===== src/rtl/sha256_pad_io_adapter_if.sv =====
// Signal bundle between the pad ring / SHA-256 core and the pad I/O adapter.
// The slave modport is the adapter's view; master is the pad ring and core side.
interface sha256_pad_io_adapter_if #(
  parameter int unsigned PAD_W = 8
);
  logic [PAD_W-1:0] pad_data;
  logic             pad_write_enable;
  logic             pad_first_block;
  logic             pad_last_block;
  logic             pad_busy;
  logic [PAD_W-1:0] pad_digest;
  logic             pad_output_enable;
  logic             digest_overflow;
  logic [31:0]      core_data;
  logic             core_write_enable;
  logic             core_first_block;
  logic             core_last_block;
  logic             core_busy;
  logic [31:0]      core_digest;
  logic             core_output_enable;

  modport master (
    output pad_data, pad_write_enable, pad_first_block, pad_last_block,
    output core_busy, core_digest, core_output_enable,
    input  pad_busy, pad_digest, pad_output_enable, digest_overflow,
    input  core_data, core_write_enable, core_first_block, core_last_block
  );

  modport slave (
    input  pad_data, pad_write_enable, pad_first_block, pad_last_block,
    input  core_busy, core_digest, core_output_enable,
    output pad_busy, pad_digest, pad_output_enable, digest_overflow,
    output core_data, core_write_enable, core_first_block, core_last_block
  );
endinterface


===== src/rtl/sha256_pad_io_adapter.sv =====
// Narrow-pad to 32-bit word adapter for the SHA-256 core: inbound beat assembly + word FIFO,
// outbound digest capture buffer re-serialised MSB-first onto the digest pads.
module sha256_pad_io_adapter #(
  parameter int unsigned PAD_W        = 8,
  parameter int unsigned FIFO_DEPTH   = 4,
  parameter int unsigned DIGEST_WORDS = 8
) (
  input logic                    clk,
  input logic                    reset,
  sha256_pad_io_adapter_if.slave io_bus
);
  localparam int unsigned BEATS = 32 / PAD_W;
  localparam int unsigned BW    = (BEATS > 1) ? $clog2(BEATS) : 1;
  localparam int unsigned AW    = $clog2(FIFO_DEPTH);
  localparam int unsigned WW    = $clog2(DIGEST_WORDS);
  localparam int unsigned CW    = $clog2(DIGEST_WORDS + 1);

  typedef logic [BW-1:0] beat_t;
  typedef logic [AW:0]   fcnt_t;
  typedef logic [WW-1:0] widx_t;
  typedef logic [CW-1:0] dcnt_t;
  typedef enum logic {DIdle, DSend} dstate_e;

  logic [31:0]           r_asm;
  beat_t                 r_beat;
  logic                  r_asm_first, r_asm_last;
  logic [31:0]           r_fifo_data [FIFO_DEPTH];
  logic [FIFO_DEPTH-1:0] r_fifo_first, r_fifo_last;
  logic [AW-1:0]         r_wr_ptr, r_rd_ptr;
  fcnt_t                 r_count;
  logic [31:0]           r_core_data;
  logic                  r_core_we, r_core_first, r_core_last;

  dstate_e               r_state;
  logic [31:0]           r_dbuf [DIGEST_WORDS];
  dcnt_t                 r_cap_cnt;
  widx_t                 r_sword;
  beat_t                 r_sbeat;
  logic [PAD_W-1:0]      r_pad_digest;
  logic                  r_pad_oe, r_overflow;

  logic                  w_busy, w_beat_acc, w_final, w_push, w_pop;
  logic [31:0]           w_word;
  logic                  w_word_first, w_word_last;
  logic                  w_cap_ok, w_last_beat, w_done;
  widx_t                 w_cap_idx, w_src_word;
  beat_t                 w_src_beat;
  logic [31:0]           w_src_val;
  logic [PAD_W-1:0]      w_src_slice;

  assign w_busy     = (r_count == fcnt_t'(FIFO_DEPTH));
  assign w_beat_acc = io_bus.pad_write_enable && !w_busy;
  assign w_final    = (r_beat == beat_t'(BEATS - 1));
  assign w_push     = w_beat_acc && w_final;
  assign w_pop      = (r_count != '0) && !io_bus.core_busy && (r_state == DIdle);

  // Word as it will look once the current beat lands; the final beat pushes this directly.
  always_comb begin
    w_word = r_asm;
    w_word[(BEATS - 1 - int'(r_beat)) * PAD_W +: PAD_W] = io_bus.pad_data;
    w_word_first = (r_beat == '0) ? io_bus.pad_first_block : r_asm_first;
    w_word_last  = (r_beat == '0) ? io_bus.pad_last_block : r_asm_last;
  end

  always_ff @(posedge clk) begin
    if (reset) begin
      r_asm        <= '0;
      r_beat       <= '0;
      r_asm_first  <= 1'b0;
      r_asm_last   <= 1'b0;
      r_wr_ptr     <= '0;
      r_rd_ptr     <= '0;
      r_count      <= '0;
      r_core_data  <= '0;
      r_core_we    <= 1'b0;
      r_core_first <= 1'b0;
      r_core_last  <= 1'b0;
    end else begin
      if (w_beat_acc) begin
        r_asm       <= w_word;
        r_asm_first <= w_word_first;
        r_asm_last  <= w_word_last;
        r_beat      <= w_final ? '0 : r_beat + 1'b1;
      end
      if (w_push) begin
        r_fifo_data[r_wr_ptr]  <= w_word;
        r_fifo_first[r_wr_ptr] <= w_word_first;
        r_fifo_last[r_wr_ptr]  <= w_word_last;
        r_wr_ptr               <= r_wr_ptr + 1'b1;
      end
      r_core_we <= w_pop;
      if (w_pop) begin
        r_core_data  <= r_fifo_data[r_rd_ptr];
        r_core_first <= r_fifo_first[r_rd_ptr];
        r_core_last  <= r_fifo_last[r_rd_ptr];
        r_rd_ptr     <= r_rd_ptr + 1'b1;
      end
      if (w_push && !w_pop) begin
        r_count <= r_count + 1'b1;
      end else if (!w_push && w_pop) begin
        r_count <= r_count - 1'b1;
      end
    end
  end

  assign w_cap_ok    = io_bus.core_output_enable && (r_cap_cnt != dcnt_t'(DIGEST_WORDS));
  assign w_cap_idx   = r_cap_cnt[WW-1:0];
  assign w_last_beat = (r_sbeat == beat_t'(BEATS - 1));
  assign w_done      = w_last_beat && (r_sword == widx_t'(DIGEST_WORDS - 1));

  // Beat presented after this edge; bypass the buffer when that entry is captured this edge.
  always_comb begin
    w_src_word = '0;
    w_src_beat = '0;
    if (r_state == DSend) begin
      if (w_last_beat) begin
        w_src_word = r_sword + 1'b1;
      end else begin
        w_src_word = r_sword;
        w_src_beat = r_sbeat + 1'b1;
      end
    end
    w_src_val   = (w_cap_ok && (w_cap_idx == w_src_word)) ? io_bus.core_digest
                                                          : r_dbuf[w_src_word];
    w_src_slice = w_src_val[(BEATS - 1 - int'(w_src_beat)) * PAD_W +: PAD_W];
  end

  always_ff @(posedge clk) begin
    if (reset) begin
      r_state      <= DIdle;
      r_cap_cnt    <= '0;
      r_sword      <= '0;
      r_sbeat      <= '0;
      r_pad_digest <= '0;
      r_pad_oe     <= 1'b0;
      r_overflow   <= 1'b0;
    end else begin
      if (w_cap_ok) begin
        r_dbuf[w_cap_idx] <= io_bus.core_digest;
        r_cap_cnt         <= r_cap_cnt + 1'b1;
      end else if (io_bus.core_output_enable) begin
        r_overflow <= 1'b1;
      end
      case (r_state)
        DIdle: begin
          if (w_cap_ok) begin
            r_state      <= DSend;
            r_sword      <= w_src_word;
            r_sbeat      <= w_src_beat;
            r_pad_oe     <= 1'b1;
            r_pad_digest <= w_src_slice;
          end
        end
        DSend: begin
          if (w_done) begin
            r_state      <= DIdle;
            r_cap_cnt    <= '0;
            r_sword      <= '0;
            r_sbeat      <= '0;
            r_pad_oe     <= 1'b0;
            r_pad_digest <= '0;
          end else begin
            r_sword      <= w_src_word;
            r_sbeat      <= w_src_beat;
            r_pad_digest <= w_src_slice;
          end
        end
        default: r_state <= DIdle;
      endcase
    end
  end

  assign io_bus.pad_busy          = w_busy;
  assign io_bus.pad_digest        = r_pad_digest;
  assign io_bus.pad_output_enable = r_pad_oe;
  assign io_bus.digest_overflow   = r_overflow;
  assign io_bus.core_data         = r_core_data;
  assign io_bus.core_write_enable = r_core_we;
  assign io_bus.core_first_block  = r_core_first;
  assign io_bus.core_last_block   = r_core_last;
endmodule


===== src/flat_wrapper.sv =====
// flat-port wrapper written by rule: the top's interface ports become plain ports
module sha256_pad_io_adapter_flat 
#(
  parameter int unsigned PAD_W        = 8,
  parameter int unsigned FIFO_DEPTH   = 4,
  parameter int unsigned DIGEST_WORDS = 8
)
  (clk, reset, io_bus_pad_data, io_bus_pad_write_enable, io_bus_pad_first_block, io_bus_pad_last_block, io_bus_core_busy, io_bus_core_digest, io_bus_core_output_enable, io_bus_pad_busy, io_bus_pad_digest, io_bus_pad_output_enable, io_bus_digest_overflow, io_bus_core_data, io_bus_core_write_enable, io_bus_core_first_block, io_bus_core_last_block);
  sha256_pad_io_adapter_if #(.PAD_W(PAD_W)) io_bus_i ();
  input logic clk;
  input logic reset;
  input wire logic [$bits(io_bus_i.pad_data)-1:0] io_bus_pad_data;
  input wire logic [$bits(io_bus_i.pad_write_enable)-1:0] io_bus_pad_write_enable;
  input wire logic [$bits(io_bus_i.pad_first_block)-1:0] io_bus_pad_first_block;
  input wire logic [$bits(io_bus_i.pad_last_block)-1:0] io_bus_pad_last_block;
  input wire logic [$bits(io_bus_i.core_busy)-1:0] io_bus_core_busy;
  input wire logic [$bits(io_bus_i.core_digest)-1:0] io_bus_core_digest;
  input wire logic [$bits(io_bus_i.core_output_enable)-1:0] io_bus_core_output_enable;
  output wire logic [$bits(io_bus_i.pad_busy)-1:0] io_bus_pad_busy;
  output wire logic [$bits(io_bus_i.pad_digest)-1:0] io_bus_pad_digest;
  output wire logic [$bits(io_bus_i.pad_output_enable)-1:0] io_bus_pad_output_enable;
  output wire logic [$bits(io_bus_i.digest_overflow)-1:0] io_bus_digest_overflow;
  output wire logic [$bits(io_bus_i.core_data)-1:0] io_bus_core_data;
  output wire logic [$bits(io_bus_i.core_write_enable)-1:0] io_bus_core_write_enable;
  output wire logic [$bits(io_bus_i.core_first_block)-1:0] io_bus_core_first_block;
  output wire logic [$bits(io_bus_i.core_last_block)-1:0] io_bus_core_last_block;
  assign io_bus_i.pad_data = io_bus_pad_data;
  assign io_bus_i.pad_write_enable = io_bus_pad_write_enable;
  assign io_bus_i.pad_first_block = io_bus_pad_first_block;
  assign io_bus_i.pad_last_block = io_bus_pad_last_block;
  assign io_bus_i.core_busy = io_bus_core_busy;
  assign io_bus_i.core_digest = io_bus_core_digest;
  assign io_bus_i.core_output_enable = io_bus_core_output_enable;
  assign io_bus_pad_busy = io_bus_i.pad_busy;
  assign io_bus_pad_digest = io_bus_i.pad_digest;
  assign io_bus_pad_output_enable = io_bus_i.pad_output_enable;
  assign io_bus_digest_overflow = io_bus_i.digest_overflow;
  assign io_bus_core_data = io_bus_i.core_data;
  assign io_bus_core_write_enable = io_bus_i.core_write_enable;
  assign io_bus_core_first_block = io_bus_i.core_first_block;
  assign io_bus_core_last_block = io_bus_i.core_last_block;
  sha256_pad_io_adapter #(.PAD_W(PAD_W), .FIFO_DEPTH(FIFO_DEPTH), .DIGEST_WORDS(DIGEST_WORDS)) u_core (.clk(clk), .reset(reset), .io_bus(io_bus_i));
endmodule

===== config.mk =====
export PLATFORM = sky130hd
export DESIGN_NAME = sha256_pad_io_adapter_flat
export DESIGN_NICKNAME = d
export VERILOG_FILES = /design/src/rtl/sha256_pad_io_adapter_if.sv /design/src/rtl/sha256_pad_io_adapter.sv /design/src/flat_wrapper.sv
export SDC_FILE = /design/constraint.sdc
export NUM_CORES = 1
export LEC_CHECK = 0
export CAP_MARGIN = 20
export CORE_AREA = 5 5 228 230
export DETAILED_ROUTE_END_ITERATION = 8
export DIE_AREA = 0 0 233 235
export HOLD_SLACK_MARGIN = 0.15
export SETUP_SLACK_MARGIN = 0.2
export SYNTH_ARGS = -nofsm -noshare
export SYNTH_HDL_FRONTEND = slang
export SYNTH_SLANG_ARGS = --single-unit

===== constraint.sdc =====
create_clock -name clk -period 3.8 [get_ports clk]
set_input_delay 0.76 -clock clk [delete_from_list [all_inputs] [get_ports clk]]
set_output_delay 0.76 -clock clk [all_outputs]
set_load 0.005 [all_outputs]

==> metrics.txt <==
area share of and/or/nand/nor cells after synthesis 9.10%; ANT cells 0; max-cap violations 0; adder-cell area share of the yosys netlist ~1.1%; dpl hpwl 28.5 mm; clock sinks about 500; ranking of synthesized cells by area edfxtp_1 (60%), dfxtp_1 (10%), mux4_2 (6.0%), nand2_1 (4.2%), mux2i_1 (2.1%); RSZ-0062 raised after global routing no; CTS resizes 0; postcts setup bufs 0; setup tns final 0 ps; syn_area_per_cell 14.6 sq um; Area Overhead vs Synth 17.9%; synth warn 0; fin crit share 88.2%; Crit. End Element flip-flop; initial antenna violation count 0; DR vias 11700; CTS clock-pin slew for the worst setup and hold paths 60 ps; Compound-Gate Fraction of Synth Area under 10%; cts hold-fix bufs 0; Leak between 7 and 8 nW; Post-Syn Nets 1406; R2R Path End u_core.io_bus.pad_digest[1]$_SDFFE_PP0P_; worst endpoint data arrival time about 3800 ps; DRT antenna net count 0; layout cell share with drive strength beyond 1 14.1%; WP data required between 4000 and 5000 ps; slowest library cell on the worst path or2_1; Util after Layout a little under half; die width roughly 230 um; CTS tree done; global-route wire length before repair 71.5 mm; Yosys cell types 65; CTS Buffer Depth 3; DRT Wirelength 46.3 mm; status completed; die area 0.0548 sq mm; total track usage 16.7%; count of port buffers added during placement 92; Via-to-Cell Ratio 5.38; mux cell area share after synthesis 9.53%; synthesis-stage register bit count 490; max_slew headroom 38.6%; Hold Fails Final Rpt 0; worst hold stages 2; Iter 0 DRT Violations 799; Slew @ Worst Pin 918 ps; Worst Setup SP u_core.r_sword[1]$_SDFFE_PP0P_; pin count of the biggest net entering global routing 77; Final Max Slew Viols 0; DRT Pass-1 Iters 6; Post-Synth XOR/XNOR Area 0.440%; top-area cell type share of the netlist area between 60% and 70%; routed len/inst 21.3 um; Num CTS Buffers 50; Worst Setup Path Type reg -> reg; Post-synth ARST share 0%; largest family of logic cells by synthesized area multiplexers; Mapped Area 0.0196 sq mm; Final GP Congestion 0.815; grt total ovfl 0; synthesized instance count around 1300; Crit Path Max Fanout 19; clock root cell clkbuf_16; crit start category flip-flop; worst reg2reg setup slack between 400 and 500 ps; most frequent CP cell ha_1; critical-path cell list ha_1, ha_1, mux2_2, and3_1, o22ai_2, or2_1, mux2_1, a211oi_1, o41ai_1; worst reg2reg path depth 9; Primary FF master, synth edfxtp_1; row cnt 82; Core Box Area 0.0497 sq mm; Max Freq 298 MHz; DRC Markers 0; # IOs 93; Clock Skew 19.8 ps; min-delay worst type reg -> reg; Largest stage delay, worst path between 600 and 700 ps; area leader, netlist edfxtp_1; Tot Pwr 12.3 mW; vias in the first global route 12000; Nets 1521; clock latency on the worst-skew pair between 500 and 600 ps; Max H-tree Level 2; Post-synth EDFFs between 300 and 400; Worst R2R Start u_core.r_sword[1]$_SDFFE_PP0P_; VDD IR max 0.332 mV; Final setup viols 0; P per Cell Area 532 mW/mm^2; post-synthesis sequential area ratio 70.0%; crit path capture u_core.io_bus.pad_digest[1]$_SDFFE_PP0P_; Chip Height 235 um; Tmin final 3350 ps; Initial Util 39.5%
## synthesized netlist by cell type, types with 4 or more instances
cell type / count
a2111oi_0: 12
a211oi_1: 21
a21oi_1: 73
a22oi_1: 7
a311oi_1: 32
a32o_1: 7
a32oi_1: 8
and2_1: 5
and3_1: 27
buf_1: 6
buf_2: 19
clkbuf_1: 41
dfxtp_1: 98
edfxtp_1: 392
ha_1: 16
inv_1: 13
mux2_1: 4
mux2_2: 19
mux2i_1: 41
mux4_2: 52
nand2_1: 219
nand2b_1: 34
nand4_1: 4
nor2_1: 83
nor3_1: 13
o21ai_0: 10
o221ai_1: 6
o22ai_1: 11
o31ai_1: 4
o32a_1: 5
o41ai_1: 4
xor2_1: 5
## layer usage
metal	global-route usage, %	vias to the layer above	wire (um)
met4	4.31	0	895
met2	28.5	286	23300
met5	0	-	0
met3	2.60	67	2150
li1	-	5375	-
met1	22.5	5948	19900
## flip-flops by register name, indices dropped and copies added (netlist names), 2 cells and up
name                      cells
u_core.r_dbuf               256
u_core.r_fifo_data          128
u_core.io_bus.core_data      32
u_core.r_asm                 32
u_core.io_bus.pad_digest      8
u_core.r_cap_cnt              4
u_core.r_fifo_first           4
u_core.r_fifo_last            4
u_core.r_count                3
u_core.r_sword                3
u_core.r_beat                 2
u_core.r_rd_ptr               2
u_core.r_sbeat                2
u_core.r_wr_ptr               2
## cell type report
| class | count | area, sq um |
|---|---|---|
| Timing Repair Buffer | 134 | 1250 |
| Tap cell | 672 | 841 |
| Sequential cell | 490 | 13700 |
| Clock buffer | 67 | 1450 |
| Fill cell | 4398 | 26500 |
| Inverter | 15 | 56.3 |
| Clock inverter | 25 | 194 |
| Multi-Input combinational cell | 766 | 5590 |
## kinds of logic (layout without fill, tap and decap cells)
| group | Yosys count | in the layout |
|---|---|---|
| buf+inv | 86 | 241 |
| simple gates | 406 | 406 |
| compound gates | 216 | 216 |
| xor+xnor | 9 | 9 |
| flops | 490 | 490 |
| fa+ha+maj | 17 | 17 |
| mux | 118 | 118 |
## worst max-delay path, delay by kind of cell, from the launching register on
kind	cells	cell delay (ps)
muxes	2	710
and+or+nand+nor	2	810
DFF	1	560
adders and majority gates	2	490
AOI/OAI and AO/OA	3	660
## per-stage QoR
stage | hold WS [ps] | cell area (sq um) | instances | setup WS, ps
after global placement | 442 | 21500 | 2077 | 606
final | 455 | 23100 | 2169 | 448
after CTS | 459 | 23100 | 2169 | 466
after detailed placement | 448 | 21500 | 2077 | 467
after global routing | 473 | 23100 | 2169 | 308
after floorplan | 430 | 19600 | 1342 | 525
## where the power goes
| part | leakage [nW] | total, mW | switching, mW | internal, mW |
|---|---|---|---|---|
| registers | 4.36 | 6.15 | 0.104 | 6.04 |
| clock network | 0.795 | 4.86 | 1.99 | 2.87 |
| logic | 2.70 | 1.29 | 0.745 | 0.544 |
| total | 7.85 | 12.3 | 2.84 | 9.46 |
## cells in the final DEF (no fill, tap or decap), types with 6 or more instances in the layout
master | synthesis | final
a2111oi_0 | 12 | 12
a211oi_1 | 21 | 21
a21oi_1 | 73 | 73
a22oi_1 | 7 | 7
a311oi_1 | 32 | 32
a32o_1 | 7 | 7
a32oi_1 | 8 | 8
and3_1 | 27 | 27
buf_4 | 2 | 42
clkbuf_1 | 41 | 8
clkbuf_16 | 0 | 54
clkdlybuf4s50_1 | 0 | 91
clkinv_1 | 1 | 15
dfxtp_1 | 98 | 97
edfxtp_1 | 392 | 392
ha_1 | 16 | 16
inv_1 | 13 | 13
mux2_2 | 19 | 19
mux2i_1 | 41 | 41
mux4_2 | 52 | 52
nand2_1 | 219 | 218
nand2b_1 | 34 | 34
nor2_1 | 83 | 77
nor2_4 | 0 | 6
nor3_1 | 13 | 10
o21ai_0 | 10 | 10
o221ai_1 | 6 | 6
o22ai_1 | 11 | 11
## how the worst min path moves through the flow
stage | from | endpoint | slack (ps)
after floorplan | u_core.r_sbeat[1]$_SDFFE_PP0P_ | u_core.r_sbeat[1]$_SDFFE_PP0P_ | 430
after global placement | u_core.r_sbeat[1]$_SDFFE_PP0P_ | u_core.r_sbeat[1]$_SDFFE_PP0P_ | 440
after detailed placement | u_core.r_sbeat[1]$_SDFFE_PP0P_ | u_core.r_sbeat[1]$_SDFFE_PP0P_ | 450
after CTS | u_core.io_bus.core_data[24]$_SDFFE_PP0P_ | u_core.io_bus.core_data[24]$_SDFFE_PP0P_ | 460
after global routing | u_core.io_bus.core_last_block$_SDFFE_PP0P_ | u_core.io_bus.core_last_block$_SDFFE_PP0P_ | 470
final | u_core.io_bus.core_data[8]$_SDFFE_PP0P_ | u_core.io_bus.core_data[8]$_SDFFE_PP0P_ | 450
(Power assumes the default switching activity.)
